**config.mk**
```make
export PLATFORM = sky130hd
export DESIGN_NAME = serial_byte_deserializer
export DESIGN_NICKNAME = d
export VERILOG_FILES = /design/src/rtl/serial_byte_deserializer.sv
export SDC_FILE = /design/constraint.sdc
export NUM_CORES = 1
export LEC_CHECK = 0
export ABC_AREA = 1
export CAP_MARGIN = 20
export CORE_MARGIN = 2
export CORE_UTILIZATION = 40
export DETAILED_ROUTE_END_ITERATION = 10
export HOLD_SLACK_MARGIN = 0.06
export PLACE_DENSITY = 0.69
export SYNTH_ARGS = -nofsm -noshare
export SYNTH_HDL_FRONTEND = slang
export SYNTH_SLANG_ARGS = --single-unit
```
**constraint.sdc**
```tcl
create_clock -name clk -period 1.4 [get_ports clk]
set_input_delay 0.28 -clock clk [delete_from_list [all_inputs] [get_ports clk]]
set_output_delay 0.28 -clock clk [all_outputs]
set_load 0.02 [all_outputs]
```
**src/rtl/serial_byte_deserializer.sv**
```systemverilog
// serial_byte_deserializer
// Assembles a framed serial bit stream (sfirst marks bit 1 of a word) into
// WIDTH-bit words and offers them downstream through a one-entry holding
// register with a valid/ready handshake. An early sfirst aborts the partial
// word and pulses framerr. A word that completes while the holding register
// is still occupied and not being consumed is dropped, which sets the
// sticky ovf flag.
module serial_byte_deserializer #(
   parameter int WIDTH     = 8,
   parameter bit MSB_FIRST = 1'b1
) (
   input  logic             clk,
   input  logic             rst_n,
   input  logic             sdata,
   input  logic             svalid,
   input  logic             sfirst,
   output logic [WIDTH-1:0] outbyte,
   output logic             outvalid,
   input  logic             outready,
   output logic             framerr,
   output logic             ovf
);

   localparam int CW = $clog2(WIDTH + 1);
   localparam logic [CW-1:0] LAST_CNT = CW'(WIDTH - 1);

   typedef enum logic [0:0] {
      S_IDLE  = 1'b0,
      S_SHIFT = 1'b1
   } state_t;

   state_t           r_state;
   logic [CW-1:0]    r_cnt;
   logic [WIDTH-1:0] r_shift;
   logic [WIDTH-1:0] r_outbyte;
   logic             r_outvalid;
   logic             r_framerr;
   logic             r_ovf;

   state_t           w_state;
   logic [CW-1:0]    w_cnt;
   logic [WIDTH-1:0] w_shift;
   logic [WIDTH-1:0] w_outbyte;
   logic             w_outvalid;
   logic             w_framerr;
   logic             w_ovf;
   logic             w_complete;
   logic [WIDTH-1:0] w_bit_ext;
   logic [WIDTH-1:0] w_shift_in;
   logic [WIDTH-1:0] w_fresh;

   // Candidate shift-register values: append sdata to the partial word, or start a new word with sdata alone
   always_comb begin
      w_bit_ext  = {{(WIDTH-1){1'b0}}, sdata};
      w_shift_in = r_shift;
      w_fresh    = {WIDTH{1'b0}};
      if (MSB_FIRST) begin
         w_shift_in = (r_shift << 1) | w_bit_ext;
         w_fresh    = w_bit_ext;
      end else begin
         w_shift_in = (r_shift >> 1) | (w_bit_ext << (WIDTH - 1));
         w_fresh    = w_bit_ext << (WIDTH - 1);
      end
   end

   // Framing FSM next-state plus holding-register / flag update
   always_comb begin
      w_state    = r_state;
      w_cnt      = r_cnt;
      w_shift    = r_shift;
      w_outbyte  = r_outbyte;
      w_outvalid = r_outvalid;
      w_ovf      = r_ovf;
      w_framerr  = 1'b0;
      w_complete = 1'b0;

      case (r_state)
         S_IDLE: begin
            // Bits without sfirst are ignored until a frame starts
            if (svalid && sfirst) begin
               w_shift = w_fresh;
               w_cnt   = CW'(1);
               w_state = S_SHIFT;
            end else begin
               w_state = S_IDLE;
            end
         end
         S_SHIFT: begin
            if (svalid && sfirst) begin
               // Early start marker: drop partial word, this bit becomes bit 1.
               // Takes priority over completion (matters for WIDTH = 2).
               w_framerr = 1'b1;
               w_shift   = w_fresh;
               w_cnt     = CW'(1);
            end else if (svalid) begin
               w_shift = w_shift_in;
               if (r_cnt == LAST_CNT) begin
                  w_complete = 1'b1;
                  w_cnt      = {CW{1'b0}};
                  w_state    = S_IDLE;
               end else begin
                  w_cnt = r_cnt + CW'(1);
               end
            end else begin
               w_state = S_SHIFT;
            end
         end
         default: begin
            w_state = S_IDLE;
            w_cnt   = {CW{1'b0}};
            w_shift = {WIDTH{1'b0}};
         end
      endcase

      if (w_complete) begin
         // A consume in the same cycle frees the slot, so load without a bubble
         if (!r_outvalid || outready) begin
            w_outbyte  = w_shift_in;
            w_outvalid = 1'b1;
         end else begin
            w_ovf = 1'b1;
         end
      end else if (r_outvalid && outready) begin
         w_outvalid = 1'b0;
      end else begin
         w_outvalid = r_outvalid;
      end
   end

   // State and output registers with synchronous active-low reset
   always_ff @(posedge clk) begin
      if (!rst_n) begin
         r_state    <= S_IDLE;
         r_cnt      <= {CW{1'b0}};
         r_shift    <= {WIDTH{1'b0}};
         r_outbyte  <= {WIDTH{1'b0}};
         r_outvalid <= 1'b0;
         r_framerr  <= 1'b0;
         r_ovf      <= 1'b0;
      end else begin
         r_state    <= w_state;
         r_cnt      <= w_cnt;
         r_shift    <= w_shift;
         r_outbyte  <= w_outbyte;
         r_outvalid <= w_outvalid;
         r_framerr  <= w_framerr;
         r_ovf      <= w_ovf;
      end
   end

   assign outbyte  = r_outbyte;
   assign outvalid = r_outvalid;
   assign framerr  = r_framerr;
   assign ovf      = r_ovf;

endmodule

```
==> out/metrics.cfg, run 1 <==
[global_routing]
antenna_found_initial = 0
grt_use_met3_pct = 2.50
grt_pass1_vias = 766
grt_use_met2_pct = 24.2
grt_overflow = 0
grt_pass1_wl_mm = 3.32
busiest_layer = met2
met1_usage_pct = 22.0
grt_max_degree = 15
grt_usage_pct = 16.3

[layout]
instances_no_fill = 205
area_delta_synth_final_pct = 28.8
final_cell_mix = nand2_1, inv_1, dfxtp_1
final_common_cell = nand2_1
drive_above_1_share_pct = 11.4
finish.instance_area_um2 = 1290
fin_nets = 183
diodes = 0

[power]
total_power_mw = 1.05
p_leak_nw = 0.588
p_per_area_nw_per_um2 = 817
peakVddDrop_uv = 547

[detailed_routing]
routedWlPerCell_um = 9.60
drc_errors = 0
drtIter0Drc = 16
dr.pass1.iters = 4
drtAntennaViolNets = 0
viasPerCell = 4.40
drt-total-wl_mm = 1.97
dr_total_vias = 903

[outcome]
status = finished clean

[setup_path]
critPathSlowestCell = dfxtp_1
setup.worst_path.end_class = flip-flop
path_class = reg2reg
crit_arrival_ns = 1.54
cp-start-kind = flip-flop
critical_path_depth = 7
rr_worst_depth = 7
r2r_setup_slack_ns = 0.08
worstPathRequired_ns = 1.62
cpLargestDelayFamily = simple AND/OR/NAND/NOR gates
slowest_delay_ns = 0.35
path_cells = ha_2 -> nand3_2 -> nor2_4 -> buf_4 -> nand3_1 -> nand2_1 -> nor2_1
crit_path_max_fanout = 8
cp_num_buf_inv = 1

[floorplan]
die_w_um = 54.0
start_util_pct = 41.4
ios = 17
row_count = 18
core_area_um2 = 2410
dieArea_um2 = 2910
die_h_um = 54.0

[placement]
place_area_um2 = 1250
finalWeightedCongestion = 0.828
placed_cells = 199
io_buffers = 16
dp_hpwl_mm = 1.44

[sta]
worst_clock_skew_ns = 0.00123
finalHoldViolCount = 0
slew_violations = 0
worst_pin_slew_ns = 0.436
period_needed_ns = 1.32
setup_viol = 0
fmax_mhz = 757
max_slew_margin_pct = 70.9
period_share_pct = 94.3

[clock_tree]
cts-buffers-inserted = 3
clk_latency_ns = 0.31
htree_levels = 1
clock-root-buffer = clkbuf_4
clockBufferDepth = 2
cts_tree = done
hold_buffers = 0
cts.sinks = 23
clkTransAtPathRegs_ns = 0.12

[flow_run]
cap_violations = 0

[synthesis]
syn_avg_cell_area_um2 = 6.79
seq_area_frac_synth_pct = 46.1
syn_inst = 147
ys_types = 17
synth_area_um2 = 998
synth-seq-cells = 23
yosys_warnings = 0
syn-num-nets = 154

[worst_hold_path]
hp-class = reg2reg
min_path_cells = 2

path summary, 6_finish.rpt:
path | startpoint | end
setup / recovery | r_cnt[1] | outbyte[2]
hold / removal | ovf | ovf
setup reg to reg | r_cnt[1] | outbyte[2]
hold reg to reg | ovf | ovf
repair_timing:
item / 4_1_cts / 5_1_grt
buffers inserted: 0 / 2
gates resized for setup: 11 / 3
pin swaps: 0 / 2
setup endpoints to repair: 11 / 9
power by group:
part	internal (mW)	leakage [nW]	total, mW	switching, mW
clock	0.111	0.0150	0.306	0.194
combinational	0.0363	0.386	0.0774	0.0411
sequential	0.663	0.186	0.668	0.00511
total	0.810	0.588	1.05	0.241
sequential cells by signal, summed over array words and instances, names as in the netlist:
register  count
ovf           1
r_cnt         4
r_shift       7
outbyte       8
outvalid      1
r_state       1
framerr       1
cells in the mapped netlist:
| cell | number | area share [%] |
|---|---|---|
| nand4_1 | 1 | 0.63 |
| clkbuf_1 | 1 | 0.38 |
| nor3_1 | 1 | 0.50 |
| a31oi_1 | 1 | 0.63 |
| nand2_4 | 1 | 1.1 |
| nor2_4 | 1 | 1.1 |
| o21ai_0 | 4 | 2.0 |
| a21oi_1 | 12 | 6.0 |
| dfxtp_1 | 23 | 46 |
| nand3_1 | 11 | 5.5 |
| inv_1 | 32 | 12 |
| nand3_2 | 1 | 1.0 |
| ha_1 | 1 | 1.3 |
| clkinv_1 | 1 | 0.38 |
| buf_2 | 2 | 1.0 |
| nand2_1 | 40 | 15 |
| nor2_1 | 14 | 5.3 |
worst reg2reg max path: cells and delay by family (launching register included):
family        cells  cell delay [ns]
fa+ha+maj         1             0.21
buf+inv           1             0.15
flops             1             0.35
simple gates      5             0.53
logic make-up (layout without fill, tap and decap cells):
| group | after synthesis | in the layout | share of synthesized area [%] |
|---|---|---|---|
| adder cells (fa/ha/maj) | 1 | 1 | 1.25 |
| AND/OR/NAND/NOR | 70 | 70 | 30.2 |
| buffers and inverters | 36 | 64 | 13.8 |
| flip-flops | 23 | 23 | 46.1 |
| AO/OA/AOI/OAI | 17 | 17 | 8.65 |
per-stage QoR:
stage	setup WS [ns]	utilization (%)	hold slack (ns)	setup TNS, ns
2_1_floorplan	0.169	-	0.436	0
3_3_place_gp	-0.114	51.9	0.448	-1.69
3_5_place_dp	-0.167	51.9	0.449	-2.28
4_1_cts	0.0500	52.4	0.464	0
5_1_grt	-0.0349	53.4	0.497	-0.0649
6_report	0.0797	53.4	0.458	0
final cells by class:
cell class                      instances  area [µm²]
Clock buffer                            4        26.3
Fill cell                             237        1120
Inverter                               33         124
Multi-Input combinational cell         88         408
Sequential cell                        23         462
Tap cell                               30        37.5
Timing Repair Buffer                   27         229
per-layer routing:
layer / part of all wire, % / routed length [µm]
met1: 46 / 909
met2: 48 / 941
met3: 3.5 / 69
met4: 2.5 / 49
met5: 0 / 0
Power figures use the tool's default switching activity.
==> inputs of run 2 (changes only) <==
ABC_AREA = not set   (was 1)
CORE_UTILIZATION = 50   (was 40)
CTS_BUF_LIST = sky130_fd_sc_hd__clkbuf_16   (was not set)
PLACE_DENSITY = 0.82   (was 0.69)
==> out/metrics.cfg, run 2 <==
[outcome]
status = finished clean  ; unchanged

[layout]
final_cell_mix = nand2_1, dfxtp_1, dlygate4sd2_1  ; was nand2_1, inv_1, dfxtp_1
diodes = 0  ; unchanged
fin_nets = 133  ; was 183
largest_register_ffs = 8  ; unchanged
drive_above_1_share_pct = 16.8  ; was 11.4%
area_delta_synth_final_pct = 33.5  ; was 28.8%

[clock_tree]
cts.sinks = 23  ; unchanged
cts_tree = done  ; unchanged
clk_latency_ns = 0.25  ; was 0.31 ns
clock-root-buffer = clkbuf_16  ; was clkbuf_4
clockBufferDepth = 2  ; unchanged
htree_levels = 1  ; unchanged
post_cts_buffers = 0  ; unchanged
clkTransAtPathRegs_ns = 0.06  ; was 0.12 ns
cts-buffers-inserted = 3  ; unchanged

[floorplan]
die_h_um = 48.4  ; was 54.0 µm
ios = 17  ; unchanged
start_util_pct = 51.9  ; was 41.4%
core_area_um2 = 1900  ; was 2410 µm²
row_count = 16  ; was 18
dieArea_um2 = 2350  ; was 2910 µm²
die_w_um = 48.4  ; was 54.0 µm

[global_routing]
met1_usage_pct = 21.8  ; was 22.0%
grt_pass1_vias = 754  ; was 766
grt_usage_pct = 18.6  ; was 16.3%
grt_max_degree = 31  ; was 15
grt_overflow = 0  ; unchanged
grt_use_met3_pct = 2.16  ; was 2.50%
grt_pass1_wl_mm = 3.37  ; was 3.32 mm
grt_use_met2_pct = 34.0  ; was 24.2%
busiest_layer = met2  ; unchanged
antenna_found_initial = 0  ; unchanged

[synthesis]
yosys-top-cells-count = dfxtp_1, nand2_1, mux2i_1  ; was nand2_1, inv_1, dfxtp_1
syn_inst = 102  ; was 147
synth_top_area_share_pct = 46.6  ; was 46.1%
syn_avg_cell_area_um2 = 9.68  ; was 6.79 µm²
syn-num-nets = 109  ; was 154
synth-seq-cells = 23  ; unchanged
seq_area_frac_synth_pct = 46.6  ; was 46.1%
synth_area_um2 = 987  ; was 998 µm²
synth_most_common_cell = dfxtp_1  ; was nand2_1
synth-edff-count = 0  ; unchanged
ys_types = 29  ; was 17
yosysTopAreaCell = dfxtp_1  ; unchanged
yosys_warnings = 0  ; unchanged
async_reset_ff_share_pct = 0  ; unchanged
synth_area_leaders = dfxtp_1, mux2i_1, nand2_1, a22oi_1, nor2b_1  ; was dfxtp_1, nand2_1, inv_1, a21oi_1, nand3_1
synth_ff_type = dfxtp_1  ; unchanged

[sta]
rsz0062_at_grt = no
setup_viol = 0  ; unchanged
fmax_mhz = 770  ; was 757 MHz
worst_clock_skew_ns = 0.00191  ; was 0.00123 ns
worst_pin_slew_ns = 0.326  ; was 0.436 ns
period_share_pct = 92.7  ; was 94.3%
max_slew_margin_pct = 78.2  ; was 70.9%
fin_setup_tns_ns = 0  ; unchanged
holdWs_ns = 0.456  ; was 0.458 ns
finalHoldViolCount = 0  ; unchanged
slew_violations = 0  ; unchanged
period_needed_ns = 1.30  ; was 1.32 ns

[detailed_routing]
drc_errors = 0  ; unchanged
routedWlPerCell_um = 12.9  ; was 9.60 µm
dr_total_vias = 780  ; was 903
drtAntennaViolNets = 0  ; unchanged
drt-total-wl_mm = 1.97  ; about the same
dr.pass1.iters = 4  ; unchanged
drtIter0Drc = 14  ; was 16
viasPerCell = 5.13  ; was 4.40

[setup_path]
cp_num_buf_inv = 1  ; unchanged
cpLargestDelayFamily = flip-flops  ; was simple AND/OR/NAND/NOR gates
path_cells = ha_4 -> nand4b_4 -> nor3_4 -> buf_12 -> mux2i_1  ; was ha_2 -> nand3_2 -> nor2_4 -> buf_4 -> nand3_1 -> nand2_1 -> nor2_1
path_class = reg2reg  ; unchanged
critPathSlowestCell = dfxtp_2  ; was dfxtp_1
crit_arrival_ns = 1.47  ; was 1.54 ns
cp-start-kind = flip-flop  ; unchanged
worstPathRequired_ns = 1.57  ; was 1.62 ns
crit_path_max_fanout = 8  ; unchanged
slowest_delay_ns = 0.39  ; was 0.35 ns
setup.worst_path.end_class = flip-flop  ; unchanged

[placement]
finalWeightedCongestion = 0.718  ; was 0.828
io_buffers = 16  ; unchanged
dp_hpwl_mm = 1.37  ; was 1.44 mm

[worst_hold_path]
hp-class = reg2reg  ; unchanged

[power]
switching_share_pct = 19.1  ; was 22.9%
p_per_area_nw_per_um2 = 1020  ; was 817 nW/µm²
clkPwrFrac_pct = 43.7  ; was 29.1%
combinationalPowerShare_pct = 6.1  ; was 7.4%
peakVddDrop_uv = 821  ; was 547 µV
internal_power_mw = 1.09  ; was 0.810 mW
p_switching_mw = 0.257  ; was 0.241 mW
p_leak_nw = 0.553  ; was 0.588 nW
pwr-share-seq_pct = 50.2  ; was 63.5%

[flow_run]
cap_violations = 0  ; unchanged

-- run 2: changes by cell type after synthesis, moves of 3 or more --
| cell | change |
|---|---|
| nand2_1 | -19 |
| o21ai_0 | -3 |
| a21oi_1 | -11 |
| nor2b_1 | +8 |
| nand3_1 | -9 |
| mux2i_1 | +9 |
| a22oi_1 | +8 |
| nor2_1 | -11 |
| inv_1 | -29 |
-- run 2: power by group through the flow --
stage / combinational (mW) / sequential [mW] / clock, mW
finish: 0.0819 / 0.674 / 0.587
global route: 0.0887 / 0.674 / 0.634
CTS: 0.0820 / 0.673 / 0.598
detailed placement: 0.0821 / 0.687 / 0
global placement: 0.0803 / 0.685 / 0
floorplan: 0.0492 / 0.681 / 0
-- run 2: cells by family after synthesis --
| logic type | synth area share (%) |
|---|---|
| AOI/OAI and AO/OA | 12.8 |
| adders and majority gates | 1.27 |
| buffers and inverters | 4.69 |
| DFF | 46.6 |
| muxes | 9.13 |
| and+or+nand+nor | 25.5 |
-- run 2: routing by layer --
metal	wire length (µm)	share of wire (%)
met5	0	0
met4	0	0
met3	52	2.6
met2	1070	54
met1	846	43
-- run 2: tightest hold or removal path: stages (launching register included) --
cell and delay, ns:
dfxtp_1 0.30, nand2_1 0.05, mux2i_1 0.05
-- run 2: per-stage QoR --
| step | cell area, µm² | power (mW) | instances | worst slack (ns) | utilization [%] |
|---|---|---|---|---|---|
| floorplan | 991 | 0.731 | 102 | 0.00346 | - |
| global placement | 1240 | 0.766 | 148 | -0.213 | 65.3 |
| detailed placement | 1240 | 0.769 | 148 | -0.279 | 65.3 |
| CTS | 1320 | 1.35 | 152 | 0.0211 | 69.2 |
| global route | 1320 | 1.40 | 152 | 0.00847 | 69.3 |
| finish | 1320 | 1.34 | 152 | 0.102 | 69.3 |
-- run 2: worst paths after layout --
| kind | startpoint | endpoint | slack, ns | cells past startpoint |
|---|---|---|---|---|
| max reg2reg | r_cnt[0] | outbyte[0] | 0.10 | 5 |
| min reg2reg | outbyte[5] | outbyte[5] | 0.46 | 2 |
| min | outbyte[5] | outbyte[5] | 0.46 | 2 |
| max | r_cnt[0] | outbyte[0] | 0.10 | 5 |
-- run 2: timing repair --
action,4_1_cts,5_1_grt
pin swaps,0,1
endpoints found under the setup margin,13,7
gates cloned,0,0
hold buffers,0,0
resized for setup,13,2
-- run 2: final cells by class --
class | instances | area (µm²)
inverters | 3 | 11.3
repair buffers | 25 | 238
clock inverters | 1 | 3.75
clock buffers | 3 | 75.1
flip-flops and latches | 23 | 463
fillers | 154 | 584
multi-input cells | 70 | 493
well taps | 27 | 33.8
==> inputs of run 3 (changes only) <==
CORE_UTILIZATION = 41   (was 50)
PLACE_DENSITY = 0.7   (was 0.82)
==> out/metrics.cfg, run 3 (synthesis results as in run 2) <==
[outcome]
status = finished clean  ; unchanged

[power]
p_switching_mw = 0.274  ; was 0.257 mW
pwr-share-seq_pct = 49.4  ; was 50.2%
combinationalPowerShare_pct = 6.1  ; about the same
p_leak_nw = 0.561  ; was 0.553 nW
peakVddDrop_uv = 636  ; was 821 µV
internal_power_mw = 1.09  ; about the same
switching_share_pct = 20.1  ; was 19.1%
p_per_area_nw_per_um2 = 1030  ; was 1020 nW/µm²
clkPwrFrac_pct = 44.5  ; was 43.7%

[clock_tree]
hold_buffers = 0  ; unchanged
cts_tree = done  ; unchanged
clockBufferDepth = 2  ; unchanged
cts-buffers-inserted = 3  ; unchanged
cts.sinks = 23  ; unchanged
clk_latency_ns = 0.26  ; was 0.25 ns
clock-root-buffer = clkbuf_16  ; unchanged
htree_levels = 1  ; unchanged
clkTransAtPathRegs_ns = 0.06  ; about the same

[worst_hold_path]
min_path_cells = 2  ; unchanged
hold_end = outbyte[7]  ; was outbyte[5]
hp-start = outbyte[7]  ; was outbyte[5]
hp-class = reg2reg  ; unchanged

[sta]
max_slew_margin_pct = 81.6  ; was 78.2%
setup_viol = 0  ; unchanged
slew_violations = 0  ; unchanged
worst_pin_slew_ns = 0.276  ; was 0.326 ns
rsz0062_at_grt = no  ; unchanged
fin_setup_tns_ns = 0  ; unchanged
holdWs_ns = 0.455  ; was 0.456 ns
period_needed_ns = 1.28  ; was 1.30 ns
finalHoldViolCount = 0  ; unchanged
setup_ws_ns = 0.116  ; was 0.102 ns
period_share_pct = 91.7  ; was 92.7%
worst_clock_skew_ns = 0.00222  ; was 0.00191 ns
fmax_mhz = 779  ; was 770 MHz

[global_routing]
grt_pass1_vias = 717  ; was 754
grt_usage_pct = 15.8  ; was 18.6%
grt_max_degree = 31  ; unchanged
grt_overflow = 0  ; unchanged
grt_pass1_wl_mm = 3.09  ; was 3.37 mm
antenna_found_initial = 0  ; unchanged

[placement]
placed_cells = 149  ; was 148
dp_slack_ns = -0.237  ; was -0.279 ns
finalWeightedCongestion = 0.742  ; was 0.718
io_buffers = 16  ; unchanged
dp_hpwl_mm = 1.29  ; was 1.37 mm

[detailed_routing]
drtIter0Drc = 9  ; was 14
drtAntennaViolNets = 0  ; unchanged
viasPerCell = 5.08  ; was 5.13
dr_total_vias = 777  ; was 780
drt-total-wl_mm = 1.86  ; was 1.97 mm
dr.pass1.iters = 4  ; unchanged
routedWlPerCell_um = 12.2  ; was 12.9 µm
drc_errors = 0  ; unchanged

[setup_path]
reg2reg_from = r_cnt[0]  ; unchanged
path_class = reg2reg  ; unchanged
setup.worst_path.end_class = flip-flop  ; unchanged
worstPathRequired_ns = 1.58  ; was 1.57 ns
r2r_setup_slack_ns = 0.12  ; was 0.10 ns
crit_path_max_fanout = 8  ; unchanged
rr_worst_depth = 5  ; unchanged
timing.rr.end = outbyte[4]  ; was outbyte[0]
crit_arrival_ns = 1.46  ; was 1.47 ns
cp-start-kind = flip-flop  ; unchanged

[flow_run]
cap_violations = 0  ; unchanged

[floorplan]
die_h_um = 53.1  ; was 48.4 µm
die_w_um = 53.1  ; was 48.4 µm
start_util_pct = 43.8  ; was 51.9%
ios = 17  ; unchanged
core_area_um2 = 2250  ; was 1900 µm²
row_count = 17  ; was 16
dieArea_um2 = 2820  ; was 2350 µm²

[layout]
diodes = 0  ; unchanged
area_delta_synth_final_pct = 34.1  ; was 33.5%
fin_nets = 133  ; unchanged
drive_above_1_share_pct = 17.6  ; was 16.8%
instances_no_fill = 153  ; was 152
final_common_cell = nand2_1
final_cell_mix = nand2_1, dfxtp_1, dlygate4sd2_1  ; unchanged
final_core_util_pct = 58.7  ; was 69.3%
largest_register_ffs = 8  ; unchanged

[run 3: critical path, stage by stage (launching register included)]
cell	delay, ns
dfxtp_2	0.38
ha_4	0.18
nand4b_4	0.12
nor3_4	0.16
buf_12	0.16
mux2i_1	0.21
[run 3: worst max path at each step]
stage	end	slack (ns)	start
global route	r_cnt[3]	0.03	sfirst
CTS	outbyte[4]	0.02	r_cnt[1]
detailed placement	outbyte[4]	-0.24	svalid
finish	outbyte[4]	0.12	r_cnt[0]
global placement	outbyte[2]	-0.20	svalid
floorplan	outbyte[0]	0.003	r_cnt[1]
[run 3: what timing repair did]
item	CTS	global route
endpoints found under the setup margin	12	7
buffers inserted	0	0
pin swaps	0	1
resized for setup	12	3
[run 3: power groups by stage]
stage	clock, mW	combinational (mW)	sequential, mW
after floorplan	0	0.0492	0.681
after global placement	0	0.0804	0.686
after detailed placement	0	0.0829	0.686
after CTS	0.626	0.0834	0.672
after global routing	0.650	0.0920	0.674
final	0.606	0.0826	0.673
[run 3: stage by stage]
| step | total power, mW | instance area, µm² |
|---|---|---|
| detailed placement | 0.769 | 1240 |
| global placement | 0.766 | 1240 |
| finish | 1.36 | 1320 |
| CTS | 1.38 | 1320 |
| floorplan | 0.731 | 991 |
| global route | 1.42 | 1320 |
[run 3: final cells by class]
class,instances,area [µm²]
Fill cell,220,931
Multi-Input combinational cell,70,493
Tap cell,28,35.0
Clock buffer,3,75.1
Inverter,3,11.3
Timing Repair Buffer,25,241
Sequential cell,23,464
Clock inverter,1,3.75
[run 3: layer usage]
layer  global-route usage [%]  up-vias  share of wire [%]
met3                     2.54        6                2.9
met4                     11.5        0                2.6
met1                     17.8      353                 47
met2                     26.5       13                 48
met5                        0        -                  0
li1                         -      405                  -
